`src/rtl/game_state_sequencer.sv`:
```
// Maze game sequencer: lives, score, pellet count and play/pause phases.
// Optional frightened mode (power pellets, edible ghosts) under FRIGHT_MODE_EN.
module game_state_sequencer #(
    parameter int LIVES_INIT    = 3,
    parameter int PELLETS_TOTAL = 64,
    parameter int FRIGHT_FRAMES = 180,
    parameter int PAUSE_FRAMES  = 60
) (
    input  logic        clk,
    input  logic        resetN,
    input  logic        startOfFrame,
    input  logic        start_key,
    input  logic        pellet_hit,
    input  logic        power_hit,
    input  logic        ghost_hit,
    output logic [2:0]  state,
    output logic [1:0]  lives,
    output logic [15:0] score,
    output logic        frightened,
    output logic        freeze,
    output logic        ghost_eaten_pulse
);

    localparam logic [2:0] ST_IDLE  = 3'd0;
    localparam logic [2:0] ST_PLAY  = 3'd1;
    localparam logic [2:0] ST_DYING = 3'd2;
    localparam logic [2:0] ST_CLEAR = 3'd3;
    localparam logic [2:0] ST_OVER  = 3'd4;

    localparam int PW = $clog2(PAUSE_FRAMES + 2);

    localparam logic [PW-1:0] PAUSE_LD   = PW'(PAUSE_FRAMES);
    localparam logic [7:0]    PELLETS_LD = 8'(PELLETS_TOTAL);
    localparam logic [1:0]    LIVES_LD   = 2'(LIVES_INIT);

    logic [2:0]    state_q, state_d;
    logic [1:0]    lives_q, lives_d;
    logic [15:0]   score_q, score_d;
    logic [7:0]    pellets_q, pellets_d;
    logic [PW-1:0] pause_q, pause_d;
    logic          start_q;
    logic          freeze_q, freeze_d;

    logic          start_edge;
    logic          kill;
    logic [8:0]    inc;
    logic [16:0]   sum;
    logic [15:0]   score_sat;
    logic [7:0]    nhits;

`ifdef FRIGHT_MODE_EN
    localparam int FW = $clog2(FRIGHT_FRAMES + 2);
    localparam logic [FW-1:0] FRIGHT_LD = FW'(FRIGHT_FRAMES);

    logic          fright_q, fright_d;
    logic [FW-1:0] fcnt_q, fcnt_d;
    logic          eaten_q, eaten_d;
    logic          eat_ghost;

    assign eat_ghost = ghost_hit & fright_q;
    assign kill      = ghost_hit & ~fright_q;
    assign inc       = (pellet_hit ? 9'd10  : 9'd0)
                     + (power_hit  ? 9'd50  : 9'd0)
                     + (eat_ghost  ? 9'd200 : 9'd0);
`else
    assign kill = ghost_hit;
    assign inc  = (pellet_hit ? 9'd10 : 9'd0)
                + (power_hit  ? 9'd10 : 9'd0);
`endif

    assign start_edge = start_key & ~start_q;
    assign nhits      = 8'(pellet_hit) + 8'(power_hit);
    assign sum        = {1'b0, score_q} + 17'(inc);
    assign score_sat  = sum[16] ? 16'hFFFF : sum[15:0];

    always_comb begin
        state_d   = state_q;
        lives_d   = lives_q;
        score_d   = score_q;
        pellets_d = pellets_q;
        pause_d   = pause_q;
`ifdef FRIGHT_MODE_EN
        fright_d  = fright_q;
        fcnt_d    = fcnt_q;
        eaten_d   = 1'b0;
`endif
        case (state_q)
            ST_IDLE, ST_OVER: begin
                if (start_edge) begin
                    state_d   = ST_PLAY;
                    score_d   = 16'd0;
                    lives_d   = LIVES_LD;
                    pellets_d = PELLETS_LD;
`ifdef FRIGHT_MODE_EN
                    fright_d  = 1'b0;
                    fcnt_d    = '0;
`endif
                end
            end
            ST_PLAY: begin
                if (kill) begin
                    state_d = ST_DYING;
                    lives_d = (lives_q != 2'd0) ? lives_q - 2'd1 : 2'd0;
                    pause_d = PAUSE_LD;
`ifdef FRIGHT_MODE_EN
                    fright_d = 1'b0;
                    fcnt_d   = '0;
`endif
                end else begin
                    score_d   = score_sat;
                    pellets_d = (nhits >= pellets_q) ? 8'd0
                                                     : pellets_q - nhits;
`ifdef FRIGHT_MODE_EN
                    eaten_d = eat_ghost;
                    if (power_hit) begin
                        fright_d = 1'b1;
                        fcnt_d   = FRIGHT_LD;
                    end else if (fright_q && startOfFrame) begin
                        fcnt_d = (fcnt_q != '0) ? fcnt_q - FW'(1) : '0;
                        if (fcnt_q <= FW'(1))
                            fright_d = 1'b0;
                    end
`endif
                    // last pellet eaten: level cleared
                    if (nhits != 8'd0 && pellets_d == 8'd0) begin
                        state_d = ST_CLEAR;
                        pause_d = PAUSE_LD;
`ifdef FRIGHT_MODE_EN
                        fright_d = 1'b0;
                        fcnt_d   = '0;
`endif
                    end
                end
            end
            ST_DYING: begin
                if (startOfFrame) begin
                    if (pause_q <= PW'(1)) begin
                        pause_d = '0;
                        state_d = (lives_q == 2'd0) ? ST_OVER : ST_PLAY;
                    end else begin
                        pause_d = pause_q - PW'(1);
                    end
                end
            end
            ST_CLEAR: begin
                if (startOfFrame) begin
                    if (pause_q <= PW'(1)) begin
                        pause_d   = '0;
                        state_d   = ST_PLAY;
                        pellets_d = PELLETS_LD;
                    end else begin
                        pause_d = pause_q - PW'(1);
                    end
                end
            end
            default: state_d = ST_IDLE;
        endcase
        freeze_d = (state_d != ST_PLAY);
    end

    always_ff @(posedge clk or negedge resetN) begin
        if (!resetN) begin
            state_q   <= ST_IDLE;
            lives_q   <= LIVES_LD;
            score_q   <= 16'd0;
            pellets_q <= 8'd0;
            pause_q   <= '0;
            start_q   <= 1'b0;
            freeze_q  <= 1'b1;
        end else begin
            state_q   <= state_d;
            lives_q   <= lives_d;
            score_q   <= score_d;
            pellets_q <= pellets_d;
            pause_q   <= pause_d;
            start_q   <= start_key;
            freeze_q  <= freeze_d;
        end
    end

`ifdef FRIGHT_MODE_EN
    always_ff @(posedge clk or negedge resetN) begin
        if (!resetN) begin
            fright_q <= 1'b0;
            fcnt_q   <= '0;
            eaten_q  <= 1'b0;
        end else begin
            fright_q <= fright_d;
            fcnt_q   <= fcnt_d;
            eaten_q  <= eaten_d;
        end
    end

    assign frightened        = fright_q;
    assign ghost_eaten_pulse = eaten_q;
`else
    assign frightened        = 1'b0;
    assign ghost_eaten_pulse = 1'b0;
`endif

    assign state = state_q;
    assign lives = lives_q;
    assign score = score_q;
    assign freeze = freeze_q;

endmodule

```
`config.mk`:
```
export PLATFORM = sky130hd
export DESIGN_NAME = game_state_sequencer
export DESIGN_NICKNAME = d
export VERILOG_FILES = /design/src/rtl/game_state_sequencer.sv
export SDC_FILE = /design/constraint.sdc
export NUM_CORES = 1
export LEC_CHECK = 0
export ABC_AREA = 0
export BUFFER_PORTS_ARGS = -buffer_cell sky130_fd_sc_hd__buf_2
export CAP_MARGIN = 25
export CORE_MARGIN = 2
export CORE_UTILIZATION = 56
export DETAILED_ROUTE_END_ITERATION = 12
export GPL_TIMING_DRIVEN = 0
export HOLD_SLACK_MARGIN = 0.02
export PLACE_DENSITY = 0.82
export SYNTH_ARGS = -nofsm -noshare
export SYNTH_HDL_FRONTEND = slang
export SYNTH_SLANG_ARGS = --single-unit
export TNS_END_PERCENT = 10
```
`constraint.sdc`:
```
create_clock -name clk -period 3.55 [get_ports clk]
set_input_delay 0.1775 -clock clk [delete_from_list [all_inputs] [get_ports clk]]
set_output_delay 0.1775 -clock clk [all_outputs]
set_load 0.02 [all_outputs]
```
==> impl_metrics.json, run 1 <==
{
  "status": "completed",
  "tightest_slew_ns": 0.819,
  "drtIter0Drc": 177,
  "place_area_um2": 2470,
  "p_seq_frac": 0.353,
  "ios": 31,
  "dieArea_um2": 4560,
  "final_nets": 304,
  "io_buffers": 28,
  "internal_power_mw": 1.12,
  "cts_setup_buffers": 0,
  "cts_tree": "yes",
  "synth_cell_types": 52,
  "total_power_mw": 1.86,
  "holdPathStages": 4,
  "final_cell_area_um2": 2610,
  "layout-drive-gt1-share": 0.196,
  "timing.hold.ws_ns": 0.215,
  "fin_crit_sh": 0.767,
  "worst_skew_pair.late_latency_ns": 0.30,
  "cp-end-kind": "flop",
  "skew_ns": 0.0109,
  "grt_pass1_wl_mm": 8.41,
  "cts_max_level": 2,
  "synth_edf_count": 0,
  "tns_ns": 0,
  "dp_slack_ns": 0.617,
  "stdcell_count": 336,
  "clkSinkCount": 37,
  "fill_cells": 334,
  "vdd_drop_max_mv": 0.391,
  "slowest_stage": "clkbuf_1",
  "ys_seq_area_frac": 0.412,
  "cp_num_cells": 10,
  "hold_path.class": "in2reg",
  "powerDensity_nw_per_um2": 714,
  "multiInputGateArea_um2": 1250,
  "worstSetupPathType": "reg2reg",
  "track_usage": 0.246,
  "rsz0062_at_grt": "no",
  "reg2reg_depth": 10,
  "postRouteAntennaNets": 0,
  "pwr-share-comb": 0.441,
  "cts_resized": 0,
  "grt.overflow.total": 0,
  "cp_cell_sequence": "fa_1 > ha_1 > ha_1 > a21o_1 > nand4_1 > or2_2 > clkbuf_1 > o21a_1 > o2bb2ai_1 > a32o_1",
  "finalWirelength_mm": 4.97,
  "power_frac_clock": 0.206,
  "relSlewSlack": 0.454,
  "syn_area_um2": 2260,
  "wl_per_cell_um": 14.8,
  "clockRootBuffer": "clkbuf_8",
  "area.growth.synth_to_final_pct": 15.4,
  "die_w_um": 67.5,
  "path_clk_slew_ns": 0.08,
  "synth_seq_cells": 37,
  "hold_viol": 0,
  "fin_ws_ns": 0.828,
  "final_max_slew_viol_count": 0,
  "clock_path_buffers": 2,
  "finalWeightedCongestion": 0.901,
  "drt_pass1_iterations": 4,
  "floorplan.initialDensity": 0.573,
  "p_leak_nw": 1.16,
  "finalSetupViolCount": 0,
  "syn_avg_cell_area_um2": 9.18,
  "netlist_instances": 246,
  "place_hpwl_mm": 3.53,
  "fmax_mhz": 367,
  "dp.cells": 326,
  "fin_util": 0.661,
  "r2r_slack_ns": 0.83,
  "ys_async_sr_fraction": 1.00,
  "n_antenna_cell": 0,
  "grt_max_degree": 38,
  "required_ns": 3.73,
  "routed_via_density": 5.88,
  "period_minus_slack_ns": 2.72,
  "synth_ff_type": "dfrtp_1",
  "arrival_ns": 2.91,
  "die_h_um": 67.5,
  "path_buf_inv": 1,
  "antenna_found_initial": 0,
  "cp_slowest_stage_delay_ns": 0.41,
  "grt_pass1_vias": 1873,
  "crit_family": "adder cells",
  "coreArea_um2": 3940,
  "crit_top_cell": "ha_1",
  "ff_latch_area_um2": 930,
  "ys_warn_count": 0,
  "switchingPower_uw": 746,
  "drcViolationCount": 0,
  "hold_buffers": 2,
  "crit_path_max_fanout": 10,
  "cts_buffers": 5,
  "vias": 1974,
  "drv_cap": 0,
  "cp-start-kind": "flop",
  "rows": 23,
  "power_switching_share": 0.401
}
==> kinds of logic after synthesis <==
group,share of synthesized area
buf+inv,0.0349
other cells,0.00166
fa+ha+maj,0.0765
simple gates,0.251
xor+xnor,0.00776
flops,0.412
compound gates,0.217
==> cell usage after synthesis, drive strengths merged, types with 2 or more instances <==
master   count  area, um^2
o21a         2        15.0
a31oi        9        56.3
xnor2        2        17.5
or2          2        12.5
nand2b       5        31.3
nor3b        4        30.0
dfrtp       34         851
o31a         2        20.0
nor2        33         126
and2         3        18.8
nand2       17        63.8
and3         2        12.5
a311oi       3        26.3
ha           9         113
inv          7        26.3
o22ai        3        18.8
a22o         5        43.8
nor3        13        65.1
buf          5        41.3
o21ai       14        70.1
o2bb2ai      5        43.8
or3          6        43.8
nor4         5        37.5
dfstp        3        78.8
a21o         2        15.0
o211ai       2        15.0
fa           3        60.1
a21oi       17        85.1
nor2b        2        12.5
nand4        2        12.5
clkbuf       3        11.3
nand3        8        40.0
or4          2        22.5
==> power groups by stage <==
stage	logic, mW	registers [mW]	clock network (mW)
2_1_floorplan	0.563	0.707	0
3_3_place_gp	0.789	0.659	0
3_5_place_dp	0.812	0.662	0
4_1_cts	0.821	0.655	0.392
5_1_grt	0.912	0.679	0.404
6_report	0.820	0.657	0.384
==> path summary, 6_finish.rpt <==
path	startpoint	end
max	score[1]	score[13]
min	startOfFrame	state[1]
max reg2reg	score[1]	score[13]
min reg2reg	lives[1]	lives[0]
max in group asynchronous	resetN	score[7]
min in group asynchronous	resetN	state[1]
==> cells in the final DEF, fill, tap and decap left out, drive strengths merged, types with 5 or more instances in the layout <==
master   instances
buf             34
ha               9
a31oi            9
dfrtp           34
inv              7
nand2           17
or3              6
nor4             5
nand3            8
o2bb2ai          5
clkbuf          10
nand2b           5
a22o             5
nor2            33
nor3            13
a21oi           17
o21ai           14
==> routing by layer <==
layer  global-route usage  up-vias  routed length [um]
met5                    0        -                   0
li1                     -      986                   -
met3               0.0433        4                 237
met2                0.423       54                2510
met4                0.105        0                  41
met1                0.303      930                2180
==> final cells by class <==
class                      instances  area share
multi-input combinational        195       0.481
sequential                        37       0.357
timing repair buffer              31      0.0634
clock buffer                       7      0.0331
tap                               50      0.0240
buffer                             8      0.0202
clock inverter                     1      0.0115
inverter                           7      0.0101
==> registers in the layout, indices dropped and copies added, names as in the netlist <==
register / cells
lives: 2
pellets_q: 8
freeze: 1
pause_q: 6
state: 3
start_q: 1
score: 16
==> worst register-to-register path: cells and delay by family, from the launching register on <==
kind | cells | cell delay [ns]
AO/OA/AOI/OAI | 4 | 0.68
buffers and inverters | 1 | 0.41
AND/OR/NAND/NOR | 2 | 0.30
adder cells (fa/ha/maj) | 3 | 0.82
flip-flops | 1 | 0.40
No activity file was read; power rests on OpenSTA's default activity.
==> inputs of run 2 (changes only) <==
==> constraint.sdc (replaced) <==
create_clock -name clk -period 2.6 [get_ports clk]
set_input_delay 0.13 -clock clk [delete_from_list [all_inputs] [get_ports clk]]
set_output_delay 0.13 -clock clk [all_outputs]
set_load 0.02 [all_outputs]
==> run 2 against run 1 <==
Compared with the run above: via count up 0.81%; cell count unchanged; first-iteration DRC count down 19%; die area unchanged; combinational power up 43%; setup slack worse by 0.76 ns; sequential power up 37%; wire length up 2.8%; non-clock buffer count unchanged; critical path type unchanged; largest cell class unchanged.
==> impl_metrics.json, run 2 (synthesized netlist as in run 1, its figures left out) <==
{
  "antenna_found_initial": 0,
  "cts_buffers": 5,
  "finalWeightedCongestion": 0.901,
  "cp-start-kind": "flop",
  "final_cell_mix": "34 x dfrtp_1, 32 x nor2_1, 29 x buf_2",
  "status": "completed",
  "finalSetupViolCount": 0,
  "routed_via_density": 5.92,
  "cp-end-kind": "flop",
  "postRouteAntennaNets": 0,
  "drtIter0Drc": 144,
  "clockRootBuffer": "clkbuf_8",
  "clock_path_buffers": 2,
  "total_power_mw": 2.60,
  "grt_max_degree": 38,
  "stdcell_count": 336,
  "p_leak_nw": 1.17,
  "worst_skew_pair.late_latency_ns": 0.30,
  "tightest_slew_ns": 0.831,
  "final_max_slew_viol_count": 0,
  "slowest_stage": "dfrtp_1",
  "floorplan.initialDensity": 0.573,
  "ff_latch_area_um2": 930,
  "layout_commonest_cell": "dfrtp_1",
  "timing.hold.ws_ns": 0.168,
  "place_hpwl_mm": 3.53,
  "area.growth.synth_to_final_pct": 17.2,
  "rsz0062_at_grt": "yes",
  "tns_ns": 0,
  "period_minus_slack_ns": 2.53,
  "grt_pass1_wl_mm": 8.38,
  "skew_ns": 0.0120,
  "die_w_um": 67.5,
  "fmax_mhz": 395,
  "r2r_slack_ns": 0.07,
  "powerDensity_nw_per_um2": 981,
  "multiInputGateArea_um2": 1290,
  "coreArea_um2": 3940,
  "n_antenna_cell": 0,
  "final_cell_area_um2": 2650,
  "dieArea_um2": 4560,
  "layout-drive-gt1-share": 0.220,
  "grt_pass1_vias": 1863,
  "wl_per_cell_um": 15.2,
  "final_nets": 304,
  "cp_cell_sequence": "inv_2 > ha_2 > inv_1 > fa_2 > a21boi_4 > or3_4 > o31a_2 > a2111oi_4 > buf_6 > o211ai_1 > o2bb2ai_1",
  "required_ns": 2.79,
  "dp.cells": 326,
  "grt.overflow.total": 0,
  "cts_max_level": 2,
  "arrival_ns": 2.72,
  "hold_viol": 0,
  "fill_cells": 326,
  "fin_util": 0.672,
  "cp_slowest_stage_delay_ns": 0.38,
  "io_buffers": 28,
  "finalWirelength_mm": 5.11,
  "fin_crit_sh": 0.973,
  "hold_path.class": "in2reg",
  "place_area_um2": 2470,
  "largest_reg_flops": 16,
  "ios": 31,
  "clkSinkCount": 37,
  "drt_pass1_iterations": 7,
  "relSlewSlack": 0.446,
  "cts_tree": "yes",
  "path_clk_slew_ns": 0.08,
  "vdd_drop_max_mv": 0.539,
  "fin_ws_ns": 0.0698,
  "worstSetupPathType": "reg2reg",
  "track_usage": 0.245,
  "drv_cap": 0,
  "drcViolationCount": 0,
  "dp_slack_ns": -0.286,
  "die_h_um": 67.5,
  "rows": 23,
  "crit_path_max_fanout": 7,
  "vias": 1990
}
[run 2: layout make-up]
cell class | count | share of cell area
multi-input cells | 195 | 0.486
flip-flops and latches | 37 | 0.351
repair buffers | 32 | 0.0666
clock buffers | 7 | 0.0326
well taps | 50 | 0.0236
plain buffers | 7 | 0.0184
clock inverters | 1 | 0.0113
inverters | 7 | 0.00992
[run 2: worst paths after layout]
| check | from | endpoint | cells past startpoint |
|---|---|---|---|
| max | pellets_q[0] | pause_q[4] | 11 |
| min | ghost_hit | state[1] | 3 |
| max reg2reg | pellets_q[0] | pause_q[4] | 11 |
| min reg2reg | lives[1] | lives[0] | 2 |
| max in group asynchronous | resetN | score[14] | 2 |
| min in group asynchronous | resetN | state[1] | 2 |
[run 2: routing by layer]
layer	vias up	wire, um	track usage
met4	0	53	0.0969
met5	-	0	0
met3	4	211	0.0433
li1	989	-	-
met1	957	2250	0.303
met2	40	2590	0.423
[run 2: report_power, final]
part | switching (mW) | internal (mW) | total (mW)
clock network | 0.213 | 0.313 | 0.526
registers | 0.153 | 0.744 | 0.897
logic | 0.680 | 0.494 | 1.17
total | 1.05 | 1.55 | 2.60
[run 2: critical path, delay by kind of cell (launching register included)]
kind,cells,cell delay (ns)
flops,1,0.38
fa+ha+maj,2,0.55
simple gates,1,0.34
compound gates,5,0.89
buf+inv,3,0.29
[run 2: what timing repair did]
action | 4_1_cts | 5_1_grt
setup buffers | 0 | 1
pin swaps | 0 | 2
setup endpoints to repair | 7 | 9
gates resized for setup | 1 | 10
hold endpoints to repair | 35 | 0
hold buffers | 2 | 0
gates cloned | 0 | 0
==> inputs of run 3 (changes only) <==
--- a/config.mk
+++ b/config.mk
@@ -6,14 +6,14 @@
 export NUM_CORES = 1
 export LEC_CHECK = 0
 export ABC_AREA = 0
-export BUFFER_PORTS_ARGS = -buffer_cell sky130_fd_sc_hd__buf_2
 export CAP_MARGIN = 25
 export CORE_MARGIN = 2
 export CORE_UTILIZATION = 56
 export DETAILED_ROUTE_END_ITERATION = 12
+export DONT_BUFFER_PORTS = 1
 export GPL_TIMING_DRIVEN = 0
 export HOLD_SLACK_MARGIN = 0.02
-export PLACE_DENSITY = 0.82
+export PLACE_DENSITY = 0.75
 export SYNTH_ARGS = -nofsm -noshare
 export SYNTH_HDL_FRONTEND = slang
 export SYNTH_SLANG_ARGS = --single-unit
==> run 3 against run 2 <==
Compared with the run above: the flow now finishes with violations (negative setup slack); sequential cell count did not move; wire length fell by 4.2%; count of clock-buffer cells in the layout rose by 1; sequential share of layout area rose by 2.4 points; combinational power fell by 17%; cell count fell by 8.0%; critical path type unchanged; largest cell class unchanged.
==> impl_metrics.json, run 3 (synthesized netlist as in run 1, its figures left out) <==
{
  "cp-end-kind": "flop",
  "rsz0062_at_grt": "yes",
  "postRouteAntennaNets": 0,
  "largest_reg_flops": 16,
  "crit_family": "compound AO/OA/AOI/OAI gates",
  "track_usage": 0.241,
  "cts_setup_buffers": 0,
  "path_clk_slew_ns": 0.07,
  "grt.overflow.total": 0,
  "routed_via_density": 6.08,
  "arrival_ns": 2.79,
  "cts_buffers": 5,
  "drcViolationCount": 0,
  "fin_ws_ns": -0.0164,
  "final_nets": 277,
  "finalWeightedCongestion": 0.868,
  "status": "complete, but fails checks",
  "skew_ns": 0.00630,
  "period_minus_slack_ns": 2.62,
  "rows": 23,
  "wl_per_cell_um": 15.8,
  "crit_top_cell": "inv_1",
  "final_cell_mix": "33 x dfrtp_1, 32 x nor2_1, 17 x nand2_1, 17 x a21oi_1, 13 x nor3_1",
  "p_leak_nw": 1.03,
  "r2r_start": "pellets_q[0]",
  "final_max_slew_viol_count": 0,
  "cp-startpoint": "pellets_q[0]",
  "final_cell_area_um2": 2480,
  "reg2reg_depth": 10,
  "clockRootBuffer": "clkbuf_8",
  "dieArea_um2": 4560,
  "slowest_stage": "a2111oi_4",
  "fill_cells": 347,
  "hold_path.class": "in2reg",
  "worstSetupPathType": "reg2reg",
  "layout-drive-gt1-share": 0.120,
  "fmax_mhz": 382,
  "n_antenna_cell": 0,
  "cp_cell_sequence": "inv_1 > ha_1 > inv_1 > fa_2 > or3_4 > nor3_1 > or4_4 > a2111oi_4 > o21ai_0 > o2bb2ai_1",
  "drv_cap": 0,
  "cp-endpoint": "pause_q[2]",
  "coreArea_um2": 3940,
  "io_buffers": 0,
  "place_hpwl_mm": 3.49,
  "die_w_um": 67.5,
  "cts_max_level": 2,
  "clock_path_buffers": 2,
  "r2r_slack_ns": -0.02,
  "vias": 1879,
  "violations": "negative setup slack",
  "vdd_drop_max_mv": 0.550,
  "grt_max_degree": 38,
  "crit_path_max_fanout": 7,
  "finalWirelength_mm": 4.89,
  "worst_skew_pair.late_latency_ns": 0.29,
  "total_power_mw": 2.39,
  "grt_pass1_vias": 1815,
  "drt_pass1_iterations": 4,
  "finalSetupViolCount": 1,
  "clkSinkCount": 37,
  "path_buf_inv": 2,
  "required_ns": 2.77,
  "r2r_end": "pause_q[2]",
  "drtIter0Drc": 102,
  "cp_slowest_stage_delay_ns": 0.55,
  "cp_num_cells": 10,
  "cts_tree": "yes",
  "powerDensity_nw_per_um2": 964,
  "layout_commonest_cell": "dfrtp_1",
  "grt_pass1_wl_mm": 8.27,
  "tightest_slew_ns": 0.623,
  "fin_crit_sh": 1.01,
  "ios": 31,
  "antenna_found_initial": 0,
  "area.growth.synth_to_final_pct": 9.97,
  "place_area_um2": 2330,
  "hold_viol": 0,
  "cp-start-kind": "flop",
  "die_h_um": 67.5,
  "relSlewSlack": 0.584,
  "floorplan.initialDensity": 0.573
}
## run 3: area by class of cell
cell class / instances / area (um^2) / area share
timing repair buffer: 5 / 57.6 / 0.0232
sequential: 37 / 931 / 0.375
buffer: 7 / 48.8 / 0.0196
inverter: 7 / 26.3 / 0.0106
clock buffer: 8 / 90.1 / 0.0363
multi-input combinational: 195 / 1270 / 0.510
tap: 50 / 62.6 / 0.0252
## run 3: where the power goes
group	internal [mW]	switching (mW)
Clock	0.216	0.200
Sequential	0.746	0.257
Combinational	0.431	0.542
## run 3: routing by layer
| metal | vias to the layer above | GRT usage | wire length (um) |
|---|---|---|---|
| li1 | 931 | - | - |
| met4 | 0 | 0.0791 | 65 |
| met2 | 38 | 0.388 | 2430 |
| met1 | 904 | 0.309 | 2150 |
| met5 | - | 0 | 0 |
| met3 | 6 | 0.0733 | 243 |
## run 3: worst register-to-register path, cell delays in order (launching register included)
cell	delay (ns)
dfrtp_1	0.32
inv_1	0.05
ha_1	0.20
inv_1	0.08
fa_2	0.26
or3_4	0.18
nor3_1	0.06
or4_4	0.45
a2111oi_4	0.55
o21ai_0	0.19
o2bb2ai_1	0.16
## run 3: metrics by stage
step / cells / worst slack, ns / utilization / hold WS (ns) / setup TNS [ns]
6_report: 309 / -0.0164 / 0.630 / 0.0387 / -0.0164
3_5_place_dp: 298 / -0.168 / 0.592 / -0.165 / -0.743
2_1_floorplan: 247 / 0.154 / - / -0.166 / 0
3_3_place_gp: 297 / -0.139 / 0.590 / -0.164 / -0.552
5_1_grt: 309 / -0.120 / 0.630 / 0.0415 / -0.567
4_1_cts: 309 / -0.0148 / 0.627 / 0.0324 / -0.0148
## run 3: how the worst min path moves through the flow
stage | startpoint | endpoint | slack [ns] | cells after the start
floorplan | resetN | pause_q[0] | -0.17 | 0
global placement | resetN | pellets_q[3] | -0.16 | 0
detailed placement | resetN | pellets_q[5] | -0.16 | 0
CTS | startOfFrame | state[1] | 0.03 | 3
global route | startOfFrame | state[1] | 0.04 | 3
finish | startOfFrame | state[1] | 0.04 | 3
## run 3: what timing repair did
item,in CTS,in global routing
setup endpoints to repair,9,10
hold endpoints to repair,39,0
pin swaps,1,0
hold buffers,4,0
resized for setup,2,4
gates cloned,0,0
